===== src/rtl/sprite_mover.sv =====
`default_nettype none
// +------------------------------------------------------------------------+
// | sprite_mover: per-frame maze sprite position generator                 |
// | Rev 1.0 - initial release                                              |
// +------------------------------------------------------------------------+
module sprite_mover #(
  parameter int TILE    = 16,
  parameter int STEP    = 1,
  parameter int X_MAX   = 624,
  parameter int Y_MAX   = 464,
  parameter int START_X = 304,
  parameter int START_Y = 368
) (
  input  logic       VGA_CLK,
  input  logic       HRESET,
  input  logic       frame_tick,
  input  logic       dir_req_valid,
  input  logic [1:0] dir_req,
  output logic       wall_qry_valid,
  output logic [5:0] wall_qry_tx,
  output logic [4:0] wall_qry_ty,
  input  logic       wall_rsp_valid,
  input  logic       wall_blocked,
  output logic [9:0] sprite_x,
  output logic [9:0] sprite_y,
  output logic [1:0] cur_dir,
  output logic       moving,
  output logic       overrun
);

  localparam int         TILE_SHIFT = $clog2(TILE);
  localparam int         NCOL       = X_MAX / TILE + 1;
  localparam logic [9:0] TILE_MASK  = 10'(TILE - 1);
  localparam logic [10:0] STEP_W    = 11'(STEP);
  localparam logic [10:0] X_MAX_W   = 11'(X_MAX);
  localparam logic [10:0] Y_MAX_W   = 11'(Y_MAX);
  localparam logic [5:0] LAST_COL   = 6'(NCOL - 1);

  localparam logic [1:0] DIR_UP    = 2'd0;
  localparam logic [1:0] DIR_DOWN  = 2'd1;
  localparam logic [1:0] DIR_LEFT  = 2'd2;
  localparam logic [1:0] DIR_RIGHT = 2'd3;

  typedef enum logic [2:0] {
    S_IDLE     = 3'd0,
    S_CHK      = 3'd1,
    S_QRY_PEND = 3'd2,
    S_QRY_CUR  = 3'd3,
    S_MOVE     = 3'd4
  } state_t;

  state_t     state_q, state_d;
  logic [9:0] x_q, x_d, y_q, y_d;
  logic [1:0] dir_q, dir_d;
  logic       moving_q, moving_d;
  logic       overrun_q, overrun_d;
  logic       pend_valid_q, pend_valid_d;
  logic [1:0] pend_dir_q, pend_dir_d;
  logic       qv_q, qv_d;
  logic [5:0] tx_q, tx_d;
  logic [4:0] ty_q, ty_d;

  logic       aligned;
  logic       pend_clr;

  // Neighbour tile {col,row}; columns wrap through the tunnel, rows do not.
  function automatic logic [10:0] nbr(input logic [1:0] d, input logic [9:0] x,
                                      input logic [9:0] y);
    logic [5:0] col;
    logic [4:0] row;
    col = 6'(x >> TILE_SHIFT);
    row = 5'(y >> TILE_SHIFT);
    case (d)
      DIR_UP:    row = row - 5'd1;
      DIR_DOWN:  row = row + 5'd1;
      DIR_LEFT:  col = (col == 6'd0) ? LAST_COL : col - 6'd1;
      default:   col = (col == LAST_COL) ? 6'd0 : col + 6'd1;
    endcase
    return {col, row};
  endfunction

  assign aligned = ((x_q | y_q) & TILE_MASK) == 10'd0;

  always_comb begin
    state_d      = state_q;
    x_d          = x_q;
    y_d          = y_q;
    dir_d        = dir_q;
    moving_d     = moving_q;
    overrun_d    = overrun_q;
    pend_valid_d = pend_valid_q;
    pend_dir_d   = pend_dir_q;
    qv_d         = qv_q;
    tx_d         = tx_q;
    ty_d         = ty_q;
    pend_clr     = 1'b0;

    if (frame_tick && (state_q != S_IDLE)) overrun_d = 1'b1;

    case (state_q)
      S_IDLE: if (frame_tick) state_d = S_CHK;
      S_CHK: begin
        if (pend_valid_q && (pend_dir_q == (dir_q ^ 2'd1))) begin
          dir_d    = pend_dir_q;
          pend_clr = 1'b1;
          state_d  = S_MOVE;
        end else if (!aligned) begin
          state_d = S_MOVE;
        end else if (pend_valid_q) begin
          {tx_d, ty_d} = nbr(pend_dir_q, x_q, y_q);
          qv_d         = 1'b1;
          state_d      = S_QRY_PEND;
        end else begin
          {tx_d, ty_d} = nbr(dir_q, x_q, y_q);
          qv_d         = 1'b1;
          state_d      = S_QRY_CUR;
        end
      end
      S_QRY_PEND: if (wall_rsp_valid) begin
        // The follow-up query uses the heading that will be in force after this answer.
        if (!wall_blocked) begin
          dir_d        = pend_dir_q;
          pend_clr     = 1'b1;
          {tx_d, ty_d} = nbr(pend_dir_q, x_q, y_q);
        end else begin
          {tx_d, ty_d} = nbr(dir_q, x_q, y_q);
        end
        state_d = S_QRY_CUR;
      end
      S_QRY_CUR: if (wall_rsp_valid) begin
        qv_d = 1'b0;
        if (wall_blocked) begin
          moving_d = 1'b0;
          state_d  = S_IDLE;
        end else begin
          state_d = S_MOVE;
        end
      end
      S_MOVE: begin
        moving_d = 1'b1;
        case (dir_q)
          DIR_UP:
            if ({1'b0, y_q} < STEP_W) begin
              y_d      = 10'd0;
              moving_d = 1'b0;
            end else y_d = y_q - STEP_W[9:0];
          DIR_DOWN:
            if ({1'b0, y_q} + STEP_W > Y_MAX_W) begin
              y_d      = Y_MAX_W[9:0];
              moving_d = 1'b0;
            end else y_d = y_q + STEP_W[9:0];
          DIR_LEFT:
            x_d = ({1'b0, x_q} < STEP_W) ? X_MAX_W[9:0] : x_q - STEP_W[9:0];
          default:
            x_d = ({1'b0, x_q} + STEP_W > X_MAX_W) ? 10'd0 : x_q + STEP_W[9:0];
        endcase
        state_d = S_IDLE;
      end
      default: state_d = S_IDLE;
    endcase

    if (pend_clr) pend_valid_d = 1'b0;
    if (dir_req_valid) begin
      pend_valid_d = 1'b1;
      pend_dir_d   = dir_req;
    end
  end

  always_ff @(posedge VGA_CLK) begin
    if (HRESET) begin
      state_q      <= S_IDLE;
      x_q          <= 10'(START_X);
      y_q          <= 10'(START_Y);
      dir_q        <= DIR_LEFT;
      moving_q     <= 1'b0;
      overrun_q    <= 1'b0;
      pend_valid_q <= 1'b0;
      pend_dir_q   <= 2'd0;
      qv_q         <= 1'b0;
      tx_q         <= 6'd0;
      ty_q         <= 5'd0;
    end else begin
      state_q      <= state_d;
      x_q          <= x_d;
      y_q          <= y_d;
      dir_q        <= dir_d;
      moving_q     <= moving_d;
      overrun_q    <= overrun_d;
      pend_valid_q <= pend_valid_d;
      pend_dir_q   <= pend_dir_d;
      qv_q         <= qv_d;
      tx_q         <= tx_d;
      ty_q         <= ty_d;
    end
  end

  assign wall_qry_valid = qv_q;
  assign wall_qry_tx    = tx_q;
  assign wall_qry_ty    = ty_q;
  assign sprite_x       = x_q;
  assign sprite_y       = y_q;
  assign cur_dir        = dir_q;
  assign moving         = moving_q;
  assign overrun        = overrun_q;

endmodule
`default_nettype wire


===== config.mk =====
export PLATFORM = sky130hd
export DESIGN_NAME = sprite_mover
export DESIGN_NICKNAME = d
export VERILOG_FILES = /design/src/rtl/sprite_mover.sv
export SDC_FILE = /design/constraint.sdc
export NUM_CORES = 1
export LEC_CHECK = 0
export ABC_AREA = 1
export CELL_PAD_IN_SITES_DETAIL_PLACEMENT = 1
export CELL_PAD_IN_SITES_GLOBAL_PLACEMENT = 1
export CORE_MARGIN = 2
export CORE_UTILIZATION = 39
export DETAILED_ROUTE_END_ITERATION = 6
export PLACE_DENSITY = 0.89
export SYNTH_ARGS = -nofsm -noshare
export SYNTH_HDL_FRONTEND = slang
export SYNTH_SLANG_ARGS = --single-unit
export TNS_END_PERCENT = 50

===== constraint.sdc =====
create_clock -name VGA_CLK -period 2.46 [get_ports VGA_CLK]
set_clock_uncertainty 0.2 [all_clocks]
set_input_delay 0.492 -clock VGA_CLK [delete_from_list [all_inputs] [get_ports VGA_CLK]]
set_output_delay 0.492 -clock VGA_CLK [all_outputs]
set_load 0.03 [all_outputs]

## After elaboration in Yosys (flattened, before gate mapping)

Cells that the tools add are included.

- Register bits after elaboration: 42
- Output and inout port bits: 36

- Add/subtract/negate cells: 10
- $lt $le $gt $ge: 4
- Equality and inequality tests: 18
- Muxes and demuxes: 52
- Bitwise gates (word level): 3
- Reduce and logical (&&, ||, !) cells: 22

Operators by type and width:

| kind | count |
|---|---|
| two-way mux 6 bit | 7 |
| two-way mux 10 bit | 4 |
| one-hot mux 10 bit (2 select lines) | 2 |
| one-hot mux 6 bit (2 select lines) | 3 |
| one-hot mux 5 bit (2 select lines) | 3 |
| two-way mux 5 bit | 5 |
| adder 10 x 1 -> 11 bit (second input constant) | 2 |
| adder 10 x 1 -> 10 bit (second input constant) | 2 |
| less-than comparator 10 x 1 -> 1 bit (second input constant) | 2 |
| subtractor 10 x 1 -> 10 bit (second input constant) | 2 |
| two-way mux 3 bit | 6 |
| inequality test 2 bit (second input constant) | 8 |
| two-way mux 1 bit | 13 |
| one-hot mux 3 bit (4 select lines) | 1 |
| AND reduction 4 bit | 3 |
| greater-than comparator 11 x 10 -> 1 bit (second input constant) | 1 |
| greater-than comparator 11 x 9 -> 1 bit (second input constant) | 1 |
| logical NOT 10 bit | 1 |
| nonzero test 2 bit | 5 |
| one-hot mux 1 bit (2 select lines) | 4 |
| adder 6 x 1 -> 6 bit (second input constant) | 1 |
| equality test 3 x 2 -> 1 bit (second input constant) | 2 |
| equality test 6 bit (second input constant) | 1 |
| logical NOT 6 bit | 1 |
| other kinds (19) | 29 |

## Depth between registers and ports, before layout

- Depth in word-level cells: 7
- Depth in mapped cells: 14
- Gate-level depth less buffers: 13

## Worst setup path after synthesis

OpenSTA, ideal clock, no wires.

- Path type: reg-to-reg
- Start: reg x_q[4] (netlist: sprite_x[4])
- End: reg x_q[8] (netlist: sprite_x[8])
- Library setup time: 115 ps
- Arrival: 1763 ps
- Required time: 2145 ps
- Slack: 382 ps
- Stages on the path, launching flop included: 15
- Clock period less this slack: 2078 ps
- Cell sequence: dfxtp_1 -> buf_2 -> inv_1 -> ha_1 -> nand2_1 -> nor2_2 -> inv_2 -> nor2_2 -> nand2_1 -> nand2_1 -> inv_2 -> o21ai_0 -> o21ai_2 -> nand2_1 -> nand2_1

- Cells in the longest elaborated chain, start to end: 4
- Elaborated cells between the ends (all ways): 8

Ends and longest elaborated chain:

| item | line | text |
|---|---|---|
| start: declaration | 53 | `logic [9:0] x_q, x_d, y_q, y_d;` |
| start signal: assignment | 172 | `x_q <= 10'(START_X);` |
| adder 10 x 1 -> 11 bit | 155 | `x_d = ({1'b0, x_q} + STEP_W > X_MAX_W) ? 10'd0 : x_q + STEP_W[9:0];` |
| greater-than comparator 11 x 10 -> 1 bit | 155 |  |
| two-way mux 10 bit | 155 |  |
| one-hot mux 10 bit (2 select lines) (*) | 141 | `case (dir_q)` |

Mark *: on every way between the ends. The rest lies on a longest branch, timed or not.
A chain may end at the register's enable or synchronous reset.

## Worst setup path in the final report

- Start: reg x_q[9] (netlist: sprite_x[9])
- End: out sprite_x[9]

RTL lines:

| item | line | text |
|---|---|---|
| end: declaration | 24 | `output logic [9:0] sprite_x,` |

No word-level cell between the ends.

==> flow_metrics.env <==
export IMPL_path_delay_family="buffers and inverters"
export IMPL_pwr_share_comb_pct=48.3
export IMPL_critical_path_class="register to output pin"
export IMPL_grt_pass1_wl_um=20470
export IMPL_cts_tree="done"
export IMPL_die_h_um=98.75
export IMPL_max_clock_freq_mhz=430.6
export IMPL_dieArea_um2=9751
export IMPL_slowest_delay_ps=750
export IMPL_multi_input_area_um2=2276
export IMPL_power_frac_seq_pct=33.9
export IMPL_worstPathRequired_ps=1770
export IMPL_synth_cell_types=43
export IMPL_synth_seq_cells=42
export IMPL_path_buf_inv=1
export IMPL_vdd_drop_max_mv=0.3479
export IMPL_diodes=0
export IMPL_regArea_um2=843.3
export IMPL_clock_path_buffers=2
export IMPL_clk_pin_slew_ps=90
export IMPL_area_delta_synth_final_pct=18.51
export IMPL_p_sw_w=0.001211
export IMPL_fin_crit_ps=2322
export IMPL_final_nets=629
export IMPL_gp_congestion=0.8942
export IMPL_path_max_fanout=11
export IMPL_fin_tns_setup_ps=0
export IMPL_cts_sinks=42
export IMPL_final_cell_mix="nand2_1, inv_1, nor2_1, o21ai_0, clkdlybuf4s50_1"
export IMPL_yosysWarnings=0
export IMPL_grt_pass1_vias=4199
export IMPL_cap_violations=0
export IMPL_finalSetupViolCount=0
export IMPL_fp_row_count=34
export IMPL_die_x_um=98.75
export IMPL_rsz0062_at_grt="no"
export IMPL_dr_pass1_iters=5
export IMPL_p_leak_nw=1.854
export IMPL_wl_per_cell_um=16.91
export IMPL_htree_num_levels=2
export IMPL_start_util_pct=40.14
export IMPL_io_buffers=43
export IMPL_hp_class="register to register"
export IMPL_cts_root_buf="clkbuf_8"
export IMPL_nFillCells=1204
export IMPL_slew_headroom_pct=56.02
export IMPL_drive_above_1_share_pct=9.446
export IMPL_numCtsBuffers=5
export IMPL_slowest_stage="clkdlybuf4s50_1"
export IMPL_cp_start_kind="register"
export IMPL_hold_violations=0
export IMPL_cellPowerDensity_nw_per_um2=652.7
export IMPL_netSwitchingFraction_pct=44.71
export IMPL_fin_crit_sh_pct=94.40
export IMPL_mappedNetlistArea_um2=3501
export IMPL_synthCells=569
export IMPL_ys_seq_area_share_pct=24.02
export IMPL_p_total_w=0.002708
export IMPL_vias=4067
export IMPL_p_clk_share_pct=17.8
export IMPL_grtUsageTotal_pct=25.37
export IMPL_via_per_inst=5.633
export IMPL_grt_ovfl_total=0
export IMPL_maxSlewViolCount=0
export IMPL_dp_hpwl_um=9226
export IMPL_worst_slew_pin_slew_ps=655.3
export IMPL_fp_coreArea_um2=8721
export IMPL_grt_max_degree=27
export IMPL_ioPinCount=44
export IMPL_worstPathArrival_ps=1630
export IMPL_clk_latency_ps=310
export IMPL_p_int_w=0.001497
export IMPL_cp_cell_sequence="clkdlybuf4s50_1"
export IMPL_grt_antenna_before_repair=0
export IMPL_drtAntennaViolNets=0
export IMPL_outcome="complete, no violations"
export IMPL_route_detailed_drc=0
export IMPL_critPathCaptureType="output pin"
export IMPL_initialDrtViolationCount=239
export IMPL_mostFrequentLayoutCell="nand2_1"
export IMPL_wl_um=12210
export IMPL_cts_hold_buf=0
export IMPL_syn_area_per_cell_um2=6.153
export IMPL_syn_nets=585
## routing by layer
| layer | part of all wire, % | vias to the layer above | track usage [%] | wire length, µm |
|---|---|---|---|---|
| li1 | - | 1978 | - | - |
| met1 | 46 | 1954 | 34.00 | 5598 |
| met2 | 48 | 120 | 43.30 | 5907 |
| met3 | 4.2 | 15 | 2.908 | 509 |
| met4 | 1.6 | 0 | 6.744 | 195 |
| met5 | 0 | - | 0 | 0 |
## worst paths after layout
kind	start	end	slack (ps)	cells after the start
setup / recovery	sprite_x[9]	sprite_x[9]	140	1
hold / removal	overrun	overrun	300	2
setup reg to reg	sprite_x[5]	wall_qry_tx[0]	220	10
hold reg to reg	overrun	overrun	300	2
## what timing repair did
item / CTS / global route
setup endpoints to repair: 0 / 14
buffers inserted: 0 / 0
resized for setup: 0 / 2
## metrics by stage
stage | hold WS (ps) | instances | util (%) | cell area (µm²) | setup WS [ps]
finish | 296.1 | 722 | 47.58 | 4149 | 137.7
global route | 350.5 | 722 | 47.58 | 4149 | 16.20
detailed placement | 272.2 | 714 | 46.56 | 4060 | 97.15
floorplan | 270.4 | 569 | - | 3501 | 382.2
CTS | 309.6 | 722 | 47.55 | 4146 | 28.31
global placement | 253.3 | 714 | 46.56 | 4060 | 174.2
## power by group through the flow
stage,clock [W],sequential (W),combinational [W]
after detailed placement,0,0.000934,0.00130
after global placement,0,0.000930,0.00126
final,0.000481,0.000919,0.00131
after floorplan,0,0.00113,0.000650
after CTS,0.000496,0.000921,0.00131
after global routing,0.000519,0.000940,0.00144
## synth_stat cells
library cell	n	share of area [%]
buf_4	2	0.43
a221oi_1	1	0.25
inv_2	10	1.1
o21bai_1	2	0.43
inv_1	61	6.5
o21a_1	4	0.86
o21ai_0	43	6.1
nor2_4	4	1.3
o22ai_1	5	0.89
buf_6	2	0.64
nand3b_1	1	0.21
nand2_2	4	0.71
o211ai_1	10	2.1
nand3_4	1	0.50
a211oi_1	3	0.64
ha_1	8	2.9
dfxtp_1	42	24
clkbuf_2	1	0.14
o21ai_2	2	0.50
nor2_8	1	0.57
nor3_2	1	0.29
o21ai_1	11	1.6
a21o_1	1	0.21
or2_2	1	0.18
nand4_1	12	2.1
clkinv_1	2	0.21
nor2_2	4	0.71
nor4_1	1	0.18
a21oi_2	3	0.75
a21oi_1	41	5.9
inv_4	1	0.18
o31ai_1	2	0.43
nand2_1	136	15
buf_2	7	1.0
clkbuf_1	7	0.75
nor2_1	56	6.0
o221ai_1	6	1.5
a31oi_1	4	0.71
nor3_1	4	0.57
xor2_1	12	3.0
xnor2_1	4	1.0
nand3_1	42	6.0
nand2_4	4	1.3
## registers in the layout, summed over array words and instances, names as in the netlist
signal,count
sprite_x,10
sprite_y,10
wall_qry_tx,6
wall_qry_ty,5
state_q,3
cur_dir,2
pend_dir_q,2
moving,1
overrun,1
pend_valid_q,1
wall_qry_valid,1
## area by class of cell
class	count	share of cell area (%)
clock buffers	6	1.749
clock inverters	2	0.3317
inverters	74	6.755
multi-input cells	434	54.86
flip-flops and latches	42	20.33
well taps	108	3.257
repair buffers	56	12.73
## cells by family (layout without fill, tap and decap cells)
group	Yosys count	in the layout	share of synthesized area, %
buffers and inverters	93	138	10.97
DFF	42	42	24.02
adders and majority gates	8	8	2.859
xor gates and xnor gates	16	16	4.003
and+or+nand+nor	272	272	35.24
AOI/OAI and AO/OA	138	138	22.91
Power figures use the tool's default switching activity.
